File: config.mk
export PLATFORM = sky130hd
export DESIGN_NAME = conv_addr_sequencer
export DESIGN_NICKNAME = d
export VERILOG_FILES = /design/src/rtl/conv_pkg.sv /design/src/rtl/conv_wrap_counter.sv /design/src/rtl/conv_addr_sequencer.sv
export SDC_FILE = /design/constraint.sdc
export NUM_CORES = 1
export LEC_CHECK = 0
export ABC_CLOCK_PERIOD_IN_PS = 2210
export CORE_ASPECT_RATIO = 0.75
export CORE_MARGIN = 3
export CORE_UTILIZATION = 57
export DETAILED_ROUTE_END_ITERATION = 10
export GPL_TIMING_DRIVEN = 0
export PLACE_DENSITY = 0.88
export SYNTH_ARGS = -nofsm -noshare
export SYNTH_HDL_FRONTEND = slang
export SYNTH_SLANG_ARGS = --single-unit
File: constraint.sdc
create_clock -name clk -period 2.21 [get_ports clk]
set_input_delay 0.442 -clock clk [delete_from_list [all_inputs] [get_ports clk]]
set_output_delay 0.442 -clock clk [all_outputs]
set_load 0.03 [all_outputs]
File: src/rtl/conv_pkg.sv
// Shared FSM state type and output-geometry helpers for the convolution address sequencer.
package conv_pkg;

    typedef enum logic [1:0] {
        ST_IDLE = 2'd0,
        ST_RUN  = 2'd1,
        ST_DONE = 2'd2
    } state_e;

    // Number of window positions along one axis; trailing pixels that cannot fill a window are dropped.
    function automatic int out_dim(input int img, input int ker, input int stride);
        if (stride < 1 || ker > img) begin
            return 1;
        end
        return (img - ker) / stride + 1;
    endfunction

    function automatic int cnt_w(input int limit);
        return (limit > 1) ? $clog2(limit) : 1;
    endfunction

endpackage

File: src/rtl/conv_wrap_counter.sv
// Modulo-LIMIT up counter: steps on en_i, flags its final value and pulses wrap_o on the stepping edge out of it.
module conv_wrap_counter
    import conv_pkg::*;
#(
    parameter int LIMIT = 4
) (
    input  logic clk_i,
    input  logic rst_i,
    input  logic clr_i,
    input  logic en_i,
    output logic last_o,
    output logic wrap_o
);
    localparam int W = cnt_w(LIMIT);

    logic [W-1:0] cnt_q;
    logic [W-1:0] cnt_d;

    always_comb begin
        cnt_d = cnt_q;
        if (clr_i) begin
            cnt_d = '0;
        end else if (en_i) begin
            cnt_d = last_o ? '0 : cnt_q + W'(1);
        end
    end

    always_ff @(posedge clk_i) begin
        if (rst_i) begin
            cnt_q <= '0;
        end else begin
            cnt_q <= cnt_d;
        end
    end

    assign last_o = (cnt_q == W'(LIMIT - 1));
    assign wrap_o = en_i && last_o;

endmodule

File: src/rtl/conv_addr_sequencer.sv
// Streams (image, kernel, output) address triples for one sliding-window convolution pass.
// First beat is live the cycle after start; every output is registered and holds while ready is low.
module conv_addr_sequencer
    import conv_pkg::*;
#(
    parameter int IMG_W    = 256,
    parameter int IMG_H    = 256,
    parameter int KER_SIZE = 3,
    parameter int STRIDE   = 1,
    parameter int ADDR_W   = 16
) (
    input  logic              clk,
    input  logic              rst,
    input  logic              start,
    input  logic              ready,
    output logic              valid,
    output logic [ADDR_W-1:0] imAddr,
    output logic [ADDR_W-1:0] kAddr,
    output logic [ADDR_W-1:0] filtimAddr,
    output logic              first_tap,
    output logic              last_tap,
    output logic              busy,
    output logic              done
);
    localparam int OUT_W = out_dim(IMG_W, KER_SIZE, STRIDE);
    localparam int OUT_H = out_dim(IMG_H, KER_SIZE, STRIDE);

    localparam logic [ADDR_W-1:0] ONE_A      = ADDR_W'(1);
    localparam logic [ADDR_W-1:0] IMG_W_A    = ADDR_W'(IMG_W);
    localparam logic [ADDR_W-1:0] STRIDE_A   = ADDR_W'(STRIDE);
    localparam logic [ADDR_W-1:0] ROW_STEP_A = ADDR_W'(STRIDE * IMG_W);

    if (longint'(IMG_W) * longint'(IMG_H) > (longint'(1) << ADDR_W)) begin : g_bad_addr_w
        $error("conv_addr_sequencer: IMG_W*IMG_H exceeds the ADDR_W address space");
    end
    if (KER_SIZE < 1 || KER_SIZE > IMG_W || KER_SIZE > IMG_H) begin : g_bad_ker
        $error("conv_addr_sequencer: KER_SIZE must lie in 1..min(IMG_W,IMG_H)");
    end
    if (STRIDE < 1) begin : g_bad_stride
        $error("conv_addr_sequencer: STRIDE must be at least 1");
    end

    state_e state_q;
    logic   valid_q, busy_q, done_q, first_q;

    logic accept, run_clr;
    logic kx_last, ky_last, ox_last, oy_last;
    logic kx_wrap, ky_wrap, ox_wrap, oy_wrap;

    logic [ADDR_W-1:0] row_base_q, win_base_q, tap_row_q, im_q, k_q, filt_q;
    logic [ADDR_W-1:0] row_base_d, win_base_d, tap_row_d, im_d, k_d, filt_d;
    logic [ADDR_W-1:0] base_nxt;

    assign accept  = valid_q && ready;
    assign run_clr = (state_q != ST_RUN);

    conv_wrap_counter #(.LIMIT(KER_SIZE)) u_kx (
        .clk_i(clk), .rst_i(rst), .clr_i(run_clr), .en_i(accept),  .last_o(kx_last), .wrap_o(kx_wrap)
    );
    conv_wrap_counter #(.LIMIT(KER_SIZE)) u_ky (
        .clk_i(clk), .rst_i(rst), .clr_i(run_clr), .en_i(kx_wrap), .last_o(ky_last), .wrap_o(ky_wrap)
    );
    conv_wrap_counter #(.LIMIT(OUT_W)) u_ox (
        .clk_i(clk), .rst_i(rst), .clr_i(run_clr), .en_i(ky_wrap), .last_o(ox_last), .wrap_o(ox_wrap)
    );
    conv_wrap_counter #(.LIMIT(OUT_H)) u_oy (
        .clk_i(clk), .rst_i(rst), .clr_i(run_clr), .en_i(ox_wrap), .last_o(oy_last), .wrap_o(oy_wrap)
    );

    always_ff @(posedge clk) begin
        if (rst) begin
            state_q <= ST_IDLE;
            valid_q <= 1'b0;
            busy_q  <= 1'b0;
            done_q  <= 1'b0;
            first_q <= 1'b0;
        end else begin
            case (state_q)
                ST_IDLE: begin
                    if (start) begin
                        state_q <= ST_RUN;
                        valid_q <= 1'b1;
                        busy_q  <= 1'b1;
                        first_q <= 1'b1;
                    end
                end
                ST_RUN: begin
                    if (oy_wrap) begin
                        state_q <= ST_DONE;
                        valid_q <= 1'b0;
                        busy_q  <= 1'b0;
                        done_q  <= 1'b1;
                        first_q <= 1'b0;
                    end else if (ky_wrap) begin
                        first_q <= 1'b1;
                    end else if (accept) begin
                        first_q <= 1'b0;
                    end
                end
                ST_DONE: begin
                    state_q <= ST_IDLE;
                    done_q  <= 1'b0;
                end
                default: begin
                    state_q <= ST_IDLE;
                    valid_q <= 1'b0;
                    busy_q  <= 1'b0;
                    done_q  <= 1'b0;
                    first_q <= 1'b0;
                end
            endcase
        end
    end

    // Address walk: tap -> kernel row -> window -> output row, each level rebased from the one above it.
    always_comb begin
        row_base_d = row_base_q;
        win_base_d = win_base_q;
        tap_row_d  = tap_row_q;
        im_d       = im_q;
        k_d        = k_q;
        filt_d     = filt_q;
        base_nxt   = '0;
        if (ky_wrap) begin
            k_d = '0;
            if (ox_last && oy_last) begin
                row_base_d = '0;
                win_base_d = '0;
                tap_row_d  = '0;
                im_d       = '0;
                filt_d     = '0;
            end else if (ox_last) begin
                base_nxt   = row_base_q + ROW_STEP_A;
                row_base_d = base_nxt;
                win_base_d = base_nxt;
                tap_row_d  = base_nxt;
                im_d       = base_nxt;
                filt_d     = filt_q + ONE_A;
            end else begin
                base_nxt   = win_base_q + STRIDE_A;
                win_base_d = base_nxt;
                tap_row_d  = base_nxt;
                im_d       = base_nxt;
                filt_d     = filt_q + ONE_A;
            end
        end else if (kx_wrap) begin
            base_nxt  = tap_row_q + IMG_W_A;
            tap_row_d = base_nxt;
            im_d      = base_nxt;
            k_d       = k_q + ONE_A;
        end else if (accept) begin
            im_d = im_q + ONE_A;
            k_d  = k_q + ONE_A;
        end
    end

    always_ff @(posedge clk) begin
        if (rst) begin
            row_base_q <= '0;
            win_base_q <= '0;
            tap_row_q  <= '0;
            im_q       <= '0;
            k_q        <= '0;
            filt_q     <= '0;
        end else begin
            row_base_q <= row_base_d;
            win_base_q <= win_base_d;
            tap_row_q  <= tap_row_d;
            im_q       <= im_d;
            k_q        <= k_d;
            filt_q     <= filt_d;
        end
    end

    assign valid      = valid_q;
    assign busy       = busy_q;
    assign done       = done_q;
    assign imAddr     = im_q;
    assign kAddr      = k_q;
    assign filtimAddr = filt_q;
    assign first_tap  = first_q;
    assign last_tap   = valid_q && kx_last && ky_last;

endmodule
==> flow_results.xml <==
<?xml version="1.0" encoding="UTF-8"?>
<metrics>
  <group name="floorplan">
    <metric name="die_width" unit="µm">123</metric>
    <metric name="dieHeight" unit="µm">93.6</metric>
    <metric name="fp-row-count" unit="">31</metric>
    <metric name="floorplan.io_pins" unit="">57</metric>
    <metric name="dieArea" unit="mm²">0.0115</metric>
    <metric name="placeableCoreArea" unit="mm²">0.00981</metric>
    <metric name="start_util" unit="">0.594</metric>
  </group>
  <group name="yosys">
    <metric name="compound_gate_portion_of_the_synthesized_area" unit="">0.160</metric>
    <metric name="netlist_top_cells_count" unit="">dfxtp_1, nor2_1, nand2_1</metric>
    <metric name="top_area_cell_type_share_of_the_netlist_area" unit="">0.388</metric>
    <metric name="yosysTopAreaCell" unit="">dfxtp_1</metric>
    <metric name="synth_edf_count" unit="">0</metric>
    <metric name="postSynthCellCount" unit="">706</metric>
    <metric name="synthDistinctLibCells" unit="">63</metric>
    <metric name="synth_top_flop_cell" unit="">dfxtp_1</metric>
    <metric name="yosysSeqAreaShare" unit="">0.388</metric>
    <metric name="asyncSetResetFlopFracSynth" unit="">0</metric>
    <metric name="synthesis.nets" unit="">720</metric>
    <metric name="multiplexer_area_fraction_after_synthesis" unit="">0.00172</metric>
    <metric name="mean_instance_size_in_the_synthesized_netlist" unit="µm²">8.26</metric>
    <metric name="synthesis.area" unit="mm²">0.00583</metric>
    <metric name="synth_warnings" unit="">0</metric>
    <metric name="yosysMostFrequentCell" unit="">dfxtp_1</metric>
    <metric name="post_synth_simple_gate_area" unit="">0.293</metric>
    <metric name="yosys.area_share.xor_xnor" unit="">0.0929</metric>
    <metric name="post_synthesis_sequential_element_count" unit="">113</metric>
    <metric name="yosys.area_share.adder" unit="">0.0215</metric>
    <metric name="leading_cell_types_by_total_area_after_synthesis" unit="">dfxtp_1, xor2_1, nor2_1</metric>
    <metric name="synth_top_family_by_area" unit="">simple AND/OR/NAND/NOR gates</metric>
  </group>
  <group name="sta">
    <metric name="rsz0062_at_grt" unit="">no</metric>
    <metric name="clock_skew" unit="ns">0.00474</metric>
    <metric name="maxClockFrequency" unit="MHz">453</metric>
    <metric name="slew_violations" unit="">0</metric>
    <metric name="worst-slew-pin-transition" unit="ns">0.784</metric>
    <metric name="report.final.hold_viol_count" unit="">0</metric>
    <metric name="timing.final.setup_violations" unit="">0</metric>
    <metric name="finalCriticalPeriod" unit="ns">2.21</metric>
    <metric name="timing.final.crit_share" unit="">0.999</metric>
    <metric name="fin_worst_hold_slack" unit="ns">0.388</metric>
    <metric name="timing.max_slew.rel_slack" unit="">0.477</metric>
  </group>
  <group name="cells_and_area">
    <metric name="stdcell_area" unit="mm²">0.00721</metric>
    <metric name="area.growth.synth_to_final" unit="%">23.6</metric>
    <metric name="final_net_count" unit="">796</metric>
    <metric name="drive_above_1_share" unit="">0.106</metric>
    <metric name="final_cells" unit="">926</metric>
    <metric name="antenna_cells" unit="">0</metric>
  </group>
  <group name="critical_path">
    <metric name="crit_chain" unit="">nand4_4, nor4_2, nor3_1, a211oi_1, a41oi_1</metric>
    <metric name="setup_slack_of_the_most_critical_reg_to_reg_path" unit="ns">0.003</metric>
    <metric name="cp-end-kind" unit="">flop</metric>
    <metric name="critical-path-max-stage-delay" unit="ns">0.55</metric>
    <metric name="critical_path_arrival" unit="ns">2.47</metric>
    <metric name="worst_setup_path_startpoint" unit="">win_base_q[3]</metric>
    <metric name="startpoint_type" unit="">flop</metric>
    <metric name="worst-path-stages" unit="">5</metric>
    <metric name="crit_end" unit="">imAddr[15]</metric>
    <metric name="critical_register_to_register_path_startpoint" unit="">win_base_q[3]</metric>
    <metric name="criticalPathCategory" unit="">flop to flop</metric>
    <metric name="crit_path_max_fanout" unit="">9</metric>
    <metric name="crit_path_top_delay_cell" unit="">nor4_2</metric>
    <metric name="crit_buf_inv" unit="">0</metric>
    <metric name="ff2ff_path_depth" unit="">5</metric>
    <metric name="worst_r2r_dst" unit="">imAddr[15]</metric>
    <metric name="critPathRequiredTime" unit="ns">2.47</metric>
    <metric name="critical-path-top-delay-family" unit="">simple AND/OR/NAND/NOR gates</metric>
  </group>
  <group name="detailed_routing">
    <metric name="vias" unit="">5875</metric>
    <metric name="drt_wl_total" unit="µm">16900</metric>
    <metric name="post_drt_via_cell_ratio" unit="">6.34</metric>
    <metric name="drt.antenna.violating_nets" unit="">0</metric>
    <metric name="wl_per_cell" unit="µm">18.3</metric>
    <metric name="route.detailed.drc" unit="">0</metric>
    <metric name="dr.first_iter.drc_count" unit="">658</metric>
    <metric name="dr_pass1_iterations" unit="">7</metric>
  </group>
  <group name="placement">
    <metric name="dp.final_hpwl" unit="µm">11600</metric>
    <metric name="dpl_cell_area" unit="mm²">0.00655</metric>
    <metric name="dp.cells" unit="">893</metric>
    <metric name="place.gp.congestion" unit="">0.934</metric>
    <metric name="port-buffer-count" unit="">55</metric>
  </group>
  <group name="clock_tree">
    <metric name="cts_made_buffers" unit="">17</metric>
    <metric name="cts-htree-levels" unit="">4</metric>
    <metric name="clock_insertion_delay_worst_skew" unit="ns">0.42</metric>
    <metric name="cts_num_sinks" unit="">113</metric>
    <metric name="max-clock-path-buffers" unit="">2</metric>
    <metric name="cts.hold.buffers_added" unit="">0</metric>
    <metric name="cts_tree" unit="">built</metric>
    <metric name="worst_setup_hold_path_clk_slew" unit="ns">0.05</metric>
    <metric name="clock_tree.root_cell" unit="">clkbuf_16</metric>
  </group>
  <group name="power">
    <metric name="static-leakage-power" unit="µW">0.00256</metric>
    <metric name="max-vdd-ir-drop" unit="mV">0.510</metric>
    <metric name="cell_pwr_density" unit="mW/mm²">708</metric>
  </group>
  <group name="global_route">
    <metric name="antenna_violations_before_repair" unit="">0</metric>
    <metric name="grt_first_pass_wirelength" unit="µm">26900</metric>
    <metric name="grt_start_max_net_pins" unit="">17</metric>
    <metric name="use_met3" unit="">0.0659</metric>
    <metric name="global_route.usage.total" unit="">0.297</metric>
    <metric name="grt_pass1_vias" unit="">5380</metric>
    <metric name="global_route.overflow_total" unit="">0</metric>
    <metric name="use_met1" unit="">0.398</metric>
    <metric name="grt.busiest_layer" unit="">met2</metric>
    <metric name="gr-usage-met2" unit="">0.473</metric>
  </group>
  <group name="min_path">
    <metric name="worst_hold_path.num_cells" unit="">4</metric>
    <metric name="type_of_the_tightest_min_delay_check" unit="">primary input to flop</metric>
    <metric name="worst_hold_startpoint" unit="">rst</metric>
  </group>
  <group name="status">
    <metric name="outcome" unit="">finished, final reports clean</metric>
  </group>
  <group name="run">
    <metric name="drv.max_cap_violation_count" unit="">0</metric>
  </group>
</metrics>
-- cell type report --
type,instances,area [µm²]
fill,726,2610
tap,132,165
timing repair buffer,57,561
clock inverter,9,130
clock buffer,22,484
sequential,113,2270
buffer,36,204
inverter,13,48.8
multi-input combinational,544,3350
-- routing by layer --
metal | routed length, µm | share of wire
met2 | 7680 | 0.45
met3 | 1580 | 0.093
met1 | 7270 | 0.43
met5 | 0 | 0
met4 | 371 | 0.022
-- through the flow --
| stage | power (µW) | setup TNS, ns | util | setup WS, ns |
|---|---|---|---|---|
| 2_1_floorplan | 2230 | 0 | - | 0.206 |
| 5_1_grt | 5220 | 0 | 0.734 | 0.00686 |
| 3_5_place_dp | 2310 | -16.85 | 0.667 | -0.350 |
| 6_report | 5100 | 0 | 0.734 | 0.00255 |
| 4_1_cts | 5100 | 0 | 0.731 | 0.00304 |
| 3_3_place_gp | 2300 | -12.46 | 0.667 | -0.320 |
-- what timing repair did --
action                                  4_1_cts  5_1_grt
pin swaps                                     0        3
endpoints found under the setup margin        3       10
resized for setup                             6        8
setup buffers                                 0        2
-- sequential cells by signal, indices dropped and copies added (netlist names) --
name and count:
kAddr 16, done 1, u_oy.cnt_q 8, row_base_q 8, win_base_q 16, u_ox.cnt_q 8
u_ky.cnt_q 2, busy 1, state_q 2, first_tap 1, imAddr 16, tap_row_q 16
filtimAddr 16, u_kx.cnt_q 2
-- worst min-delay path: stages --
cell and delay (ns):
buf_6 0.11, nor2_1 0.08, o21ai_0 0.08, a31oi_1 0.04
-- power by group --
part	leakage [µW]	internal, µW	switching (µW)
Sequential	0.000913	2050	22.8
Clock	0.000290	1880	953
Combinational	0.00135	64.7	129
Total	0.00256	4000	1100
-- kinds of logic (layout without fill, tap and decap cells) --
family | after synthesis | count (layout)
AOI/OAI and AO/OA | 149 | 149
xor gates and xnor gates | 61 | 61
adders and majority gates | 10 | 10
buffers and inverters | 49 | 137
DFF | 113 | 113
muxes | 1 | 1
and+or+nand+nor | 323 | 323
-- worst min-delay path by stage --
stage,slack [ns],endpoint
floorplan,0.43,tap_row_q[5]
global placement,0.44,tap_row_q[5]
detailed placement,0.45,tap_row_q[5]
CTS,0.38,state_q[0]
global route,0.43,state_q[0]
finish,0.39,state_q[0]
-- cell usage in the layout (no fill, tap or decap), types with 3 or more instances in the layout --
cell type	count
and4_1	10
and3_1	14
inv_1	13
a22oi_1	7
nor3b_1	4
nor3_1	18
or4_1	3
bufinv_16	3
nor2b_1	5
a21oi_1	51
clkdlybuf4s50_1	54
nand3b_1	6
nand2b_1	3
nor2_1	94
nand2_1	72
nor4_1	4
xor2_1	41
xnor2_1	19
clkbuf_1	12
buf_4	9
nand3_1	35
clkbuf_16	17
a221oi_1	6
a41oi_1	4
ha_1	9
and2_1	3
a21o_1	3
buf_2	13
clkbuf_8	4
nand4_1	23
o21ai_1	6
or3_1	10
dfxtp_1	111
a31oi_1	14
clkinvlp_4	4
a211oi_1	7
nor4_2	4
o21ai_0	29
o211ai_1	4
Note: power is estimated with default switching activity, not from simulation.
==> variant 1: new RTL, same settings <==
`KER_SIZE`: 3 -> 6.
--- a/src/rtl/conv_addr_sequencer.sv
+++ b/src/rtl/conv_addr_sequencer.sv
@@ -7,3 +7,3 @@
     parameter int IMG_H    = 256,
-    parameter int KER_SIZE = 3,
+    parameter int KER_SIZE = 6,
     parameter int STRIDE   = 1,
Behaviour: not the same (a bounded check fails within 10 cycles, from zero or initial values and one cycle with rst high).
==> variant 1 against the unedited design <==
- synthesized cell count is 0.42% higher
- maximum frequency is 3.1% higher
- routed wire length up 3.1%
- sequential cell count rose by 2
- die area shrank 1.8%
- synthesized area is 1.9% lower
- design area down 0.28%
- final cell count up 0.86%
- count of clock-buffer cells in the layout is 4 lower
- power down 0.75%
- clock power decreased by 5%
- worst setup slack better by 0.067 ns
- critical path type is now flip-flop to output pin
- critical endpoint is now last_tap
- largest power group unchanged
==> variant 1: results (changes against the unedited design) <==
{| class="wikitable"
! Metric !! Value
|-
| First-pass DRT Iterations || 6 (-1)
|-
| Vias in the first global route || 5,607 (+4.2%)
|-
| Worst min-delay path class || flip-flop to flip-flop
|-
| Net Count, Synth || 723 (+0.42%)
|-
| Reg-to-reg endpoint || win_base_q[15]$_SDFFE_PP0N_
|-
| Cells after synthesis || 709 (+0.42%)
|-
| Endpoint of the worst hold-timing path || tap_row_q[3]$_SDFFE_PP0P_
|-
| Cell Count Post-Placement || 896 (+0.34%)
|-
| First-pass GRT wire length || 27.5 mm (+2.3%)
|-
| Post-DR wirelength/cell || 18.7 um (+2.2%)
|-
| M1 wire length || 7.20 mm (-0.98%)
|-
| Depth of the worst register-to-register path || 7 (+2)
|-
| Actual transition at the worst max-transition pin || 0.735 ns (-0.0491 ns)
|-
| Cell types with the largest area share after synthesis || dfxtp_1 40%, nor2_1 6.0%, xor2_1 5.8%
|-
| Number of inserted filler cells in the final layout || 703 (-3.2%)
|-
| Sum of met3 wire segment lengths after detailed routing || 1.76 mm (+12%)
|-
| Endpoint type of the worst setup path || output pin
|-
| Maximum clock frequency || 467 MHz (+3.1%)
|-
| Post-Place Setup Slack || -0.699 ns (-0.348 ns)
|-
| Fraction of final layout cells sized beyond drive strength 1 || 10.6% (+0.019 points)
|-
| Worst-path maximum fanout || 10 (+1)
|-
| Final layout net count || 804 (+1.0%)
|-
| Largest net degree at the start of global routing || 17 (unchanged)
|-
| GRT Total Usage || 30.8% (+1.1 points)
|-
| Routed length on met2 || 8.07 mm (+5.1%)
|-
| RR Startpoint || busy$_SDFFE_PP0P_
|-
| Instance count along the most critical hold path || 2 (-2)
|-
| Cts bufs inserted || 17 (unchanged)
|-
| Static leakage power || 2.47 nW (-3.5%)
|-
| Final hold slack || 0.458 ns (+0.0704 ns)
|-
| Critical Path Start || u_ky.cnt_q[1]$_SDFFE_PP0P_
|-
| Critical setup path kind || flip-flop to output pin
|-
| Worst reg-to-reg setup slack || 0.08 ns (+0.08 ns)
|-
| Drt first-iter violations || 792 (+20%)
|-
| Capture point of the worst path || last_tap
|-
| Outcome || completed
|-
| Final weighted congestion of routability-driven global placement || 0.963 (+3.2%)
|-
| Synth cell types || 61 (-3.2%)
|-
| Endpoint arrival time on the critical path || 1.70 ns (-0.77 ns)
|-
| DPL Wire Length || 12.0 mm (+3.9%)
|-
| Worst Clk Skew || 0.00694 ns (+0.00221 ns)
|-
| Routed vias || 5,906 (+0.53%)
|-
| Sequential fraction of the synthesis area || 40.2% (+1.4 points)
|-
| Worst-path clk slew || 0.06 ns
|-
| Most instantiated cells after synthesis || 115 x dfxtp_1, 91 x nor2_1, 76 x nand2_1, 56 x a21oi_1, 38 x xor2_1
|-
| Peak supply drop || 0.837 mV (+64%)
|}
[variant 1: cell families after synthesis]
logic type | after synthesis | synth area share [%]
flops | 115 | 40.2
fa+ha+maj | 10 | 2.19
compound gates | 143 | 15.4
mux | 6 | 1.07
simple gates | 323 | 27.8
xor+xnor | 64 | 9.80
buf+inv | 48 | 3.50
[variant 1: cell type report]
class	count	area share [%]
Sequential cell	115	32.1
Clock inverter	13	1.92
Buffer	33	2.37
Tap cell	132	2.30
Multi-Input combinational cell	546	46.0
Timing Repair Buffer	63	8.50
Clock buffer	18	6.11
Inverter	14	0.731
[variant 1: critical path, stage by stage, from the launching register on]
cell and delay, ns:
dfxtp_1 0.35, and3b_2 0.34, buf_4 0.21, and3_1 0.18, buf_2 0.20
[variant 1: report_power, final]
| part | internal [mW] | switching (mW) | total (mW) |
|---|---|---|---|
| Sequential | 2.10 | 0.0315 | 2.13 |
| Clock | 1.68 | 1.01 | 2.68 |
| Combinational | 0.0864 | 0.167 | 0.253 |
| Total | 3.86 | 1.20 | 5.06 |
[variant 1: routing by layer]
| layer | vias up | GRT usage [%] |
|---|---|---|
| li1 | 2720 | - |
| met1 | 2825 | 40.4 |
| met2 | 319 | 48.6 |
| met3 | 42 | 8.30 |
| met4 | 0 | 11.0 |
| met5 | - | 0 |
[variant 1: repair_timing]
action	4_1_cts	5_1_grt
setup buffers	4	4
pin swaps	1	1
endpoints found under the setup margin	84	65
resized for setup	23	26
[variant 1: metrics by stage]
step           power (mW)  instance area, um^2
2_1_floorplan        2.32                 5720
3_3_place_gp         2.41                 6440
3_5_place_dp         2.41                 6440
4_1_cts              5.05                 7100
5_1_grt              5.17                 7190
6_report             5.06                 7190
==> variant 2: new RTL, same settings <==
Without the edit above. The 3 states of `state_e` get a one-hot encoding in 3 bits.
--- a/src/rtl/conv_pkg.sv
+++ b/src/rtl/conv_pkg.sv
@@ -3,6 +3,6 @@
 
-    typedef enum logic [1:0] {
-        ST_IDLE = 2'd0,
-        ST_RUN  = 2'd1,
-        ST_DONE = 2'd2
+    typedef enum logic [2:0] {
+        ST_IDLE = 3'b001,
+        ST_RUN  = 3'b010,
+        ST_DONE = 3'b100
     } state_e;
Behaviour: no difference found for any inputs over 10 cycles, from zero or initial values and one cycle with rst high; not proved beyond that.
==> variant 2 against the unedited design <==
- the flow now finishes with violations (setup timing)
- power rose by 4.1%
- global-route usage rose by 0.73 points
- sequential share of layout area rose by 0.052 points
- clock power increased by 4%
- synthesized cell count increased by 1.6%
- worst setup slack lost 0.013 ns
- synthesized area grew 0.69%
- routed wire length increased by 2.2%
- sequential cell count is 1 higher
- design area increased by 0.61%
- highest routed layer unchanged
==> variant 2: results (changes against the unedited design) <==
{| class="wikitable"
! Metric !! Value
|-
| IO Port Bufs || 56 (+1.8%)
|-
| First-pass DRT Iterations || 5 (-2)
|-
| Synth Area in XOR/XNOR || 9.99% (+0.70 points)
|-
| Most instantiated cells after synthesis || 114 x dfxtp_1, 104 x nor2_1, 70 x nand2_1, 54 x a21oi_1, 44 x xor2_1
|-
| Failing checks || setup timing
|-
| Adder-cell share of the synthesized area || 2.13% (-0.015 points)
|-
| Combinational share of power || 4.8% (+1.0 points)
|-
| Net Count, Synth || 731 (+1.5%)
|-
| Outcome || finished with violations
|-
| Number of inserted filler cells in the final layout || 696 (-4.1%)
|-
| Routed vias || 6,060 (+3.1%)
|-
| Number of gates resized after cts || 3 (-3)
|-
| Sequential fraction of the synthesis area || 38.9% (+0.076 points)
|-
| Final setup slack of the worst path || -0.0100 ns (-0.0126 ns)
|-
| Fraction of final layout cells sized beyond drive strength 1 || 8.57% (-2.0 points)
|-
| Worst-path maximum fanout || 7 (-2)
|-
| Switching Fraction || 22.0% (+0.37 points)
|-
| Via count normalized by instance count || 6.47 (+1.9%)
|-
| Share of the synthesized area in compound gates (AO/OA/AOI/OAI) || 15.1% (-0.90 points)
|-
| Final count of negative-setup-slack endpoints || 1 (+1)
|-
| CP max stage cell || nor2b_1
|-
| Post-synthesis area per instance || 8.19 um^2 (-0.86%)
|-
| Final weighted congestion of routability-driven global placement || 0.937 (+0.31%)
|-
| Slew headroom || 50.5% (+2.8 points)
|-
| Antenna violations before repair || 0 (unchanged)
|-
| Multiplexer area fraction after synthesis || 0.511% (+0.34 points)
|-
| DPL Wire Length || 11.8 mm (+2.1%)
|-
| Final layout net count || 806 (+1.3%)
|-
| GRT Total Usage || 30.4% (+0.73 points)
|-
| Post-Route Setup TNS || -0.0100 ns (-0.0100 ns)
|-
| Net switching power || 1.17 mW (+5.9%)
|-
| Drt first-iter violations || 840 (+28%)
|-
| CP max stage delay || 0.64 ns (+0.09 ns)
|-
| Share of total power in the clock network || 55.2% (-0.3 points)
|-
| Critical Path Start || u_ky.cnt_q[1]$_SDFFE_PP0N_
|-
| Cell Count Post-Placement || 905 (+1.3%)
|-
| Endpoint arrival time on the critical path || 2.50 ns (+0.03 ns)
|-
| Cell types with the largest area share after synthesis || dfxtp_1 39%, nor2_1 6.6%, xor2_1 6.6%
|-
| Static leakage power || 2.52 nW (-1.7%)
|-
| Instance count along the most critical hold path || 2 (-2)
|-
| Worst Clk Skew || 0.00671 ns (+0.00197 ns)
|-
| Worst min-delay path class || flip-flop to flip-flop
|-
| Vias in the first global route || 5,571 (+3.6%)
|-
| Largest net degree at the start of global routing || 17 (unchanged)
|}
[variant 2: through the flow]
| stage | utilization (%) | setup WS, ns | hold WS (ns) | cell area [um^2] |
|---|---|---|---|---|
| global route | 73.6 | 0.00528 | 0.479 | 7250 |
| global placement | 67.0 | -0.351 | 0.440 | 6600 |
| floorplan | - | 0.336 | 0.425 | 5870 |
| detailed placement | 67.0 | -0.501 | 0.447 | 6600 |
| finish | 73.6 | -0.0100 | 0.464 | 7250 |
| CTS | 73.4 | 0.00477 | 0.455 | 7230 |
[variant 2: area by class of cell]
class | count | area (um^2) | share of cell area (%)
multi-input combinational | 560 | 3410 | 47.0
inverter | 11 | 41.3 | 0.570
clock buffer | 22 | 474 | 6.54
timing repair buffer | 56 | 561 | 7.73
tap | 132 | 165 | 2.28
sequential | 114 | 2280 | 31.5
clock inverter | 10 | 155 | 2.14
buffer | 32 | 161 | 2.23
[variant 2: cell families after synthesis]
group / after synthesis
adder cells (fa/ha/maj): 10
XOR/XNOR: 67
AND/OR/NAND/NOR: 341
buffers and inverters: 43
AO/OA/AOI/OAI: 139
multiplexers: 3
flip-flops: 114
[variant 2: per-layer routing]
metal / up-vias / GRT usage [%] / part of all wire [%]
met2: 412 / 46.8 / 45
met4: 0 / 11.4 / 2.5
li1: 2730 / - / -
met1: 2858 / 40.8 / 41
met3: 60 / 8.13 / 11
met5: - / 0 / 0
[variant 2: path summary, 6_finish.rpt]
path / to / slack (ns)
hold / removal: tap_row_q[5]$_SDFFE_PP0P_ / 0.46
hold reg to reg: tap_row_q[5]$_SDFFE_PP0P_ / 0.46
setup reg to reg: imAddr[11]$_SDFFE_PP0P_ / -0.01
setup / recovery: imAddr[11]$_SDFFE_PP0P_ / -0.01
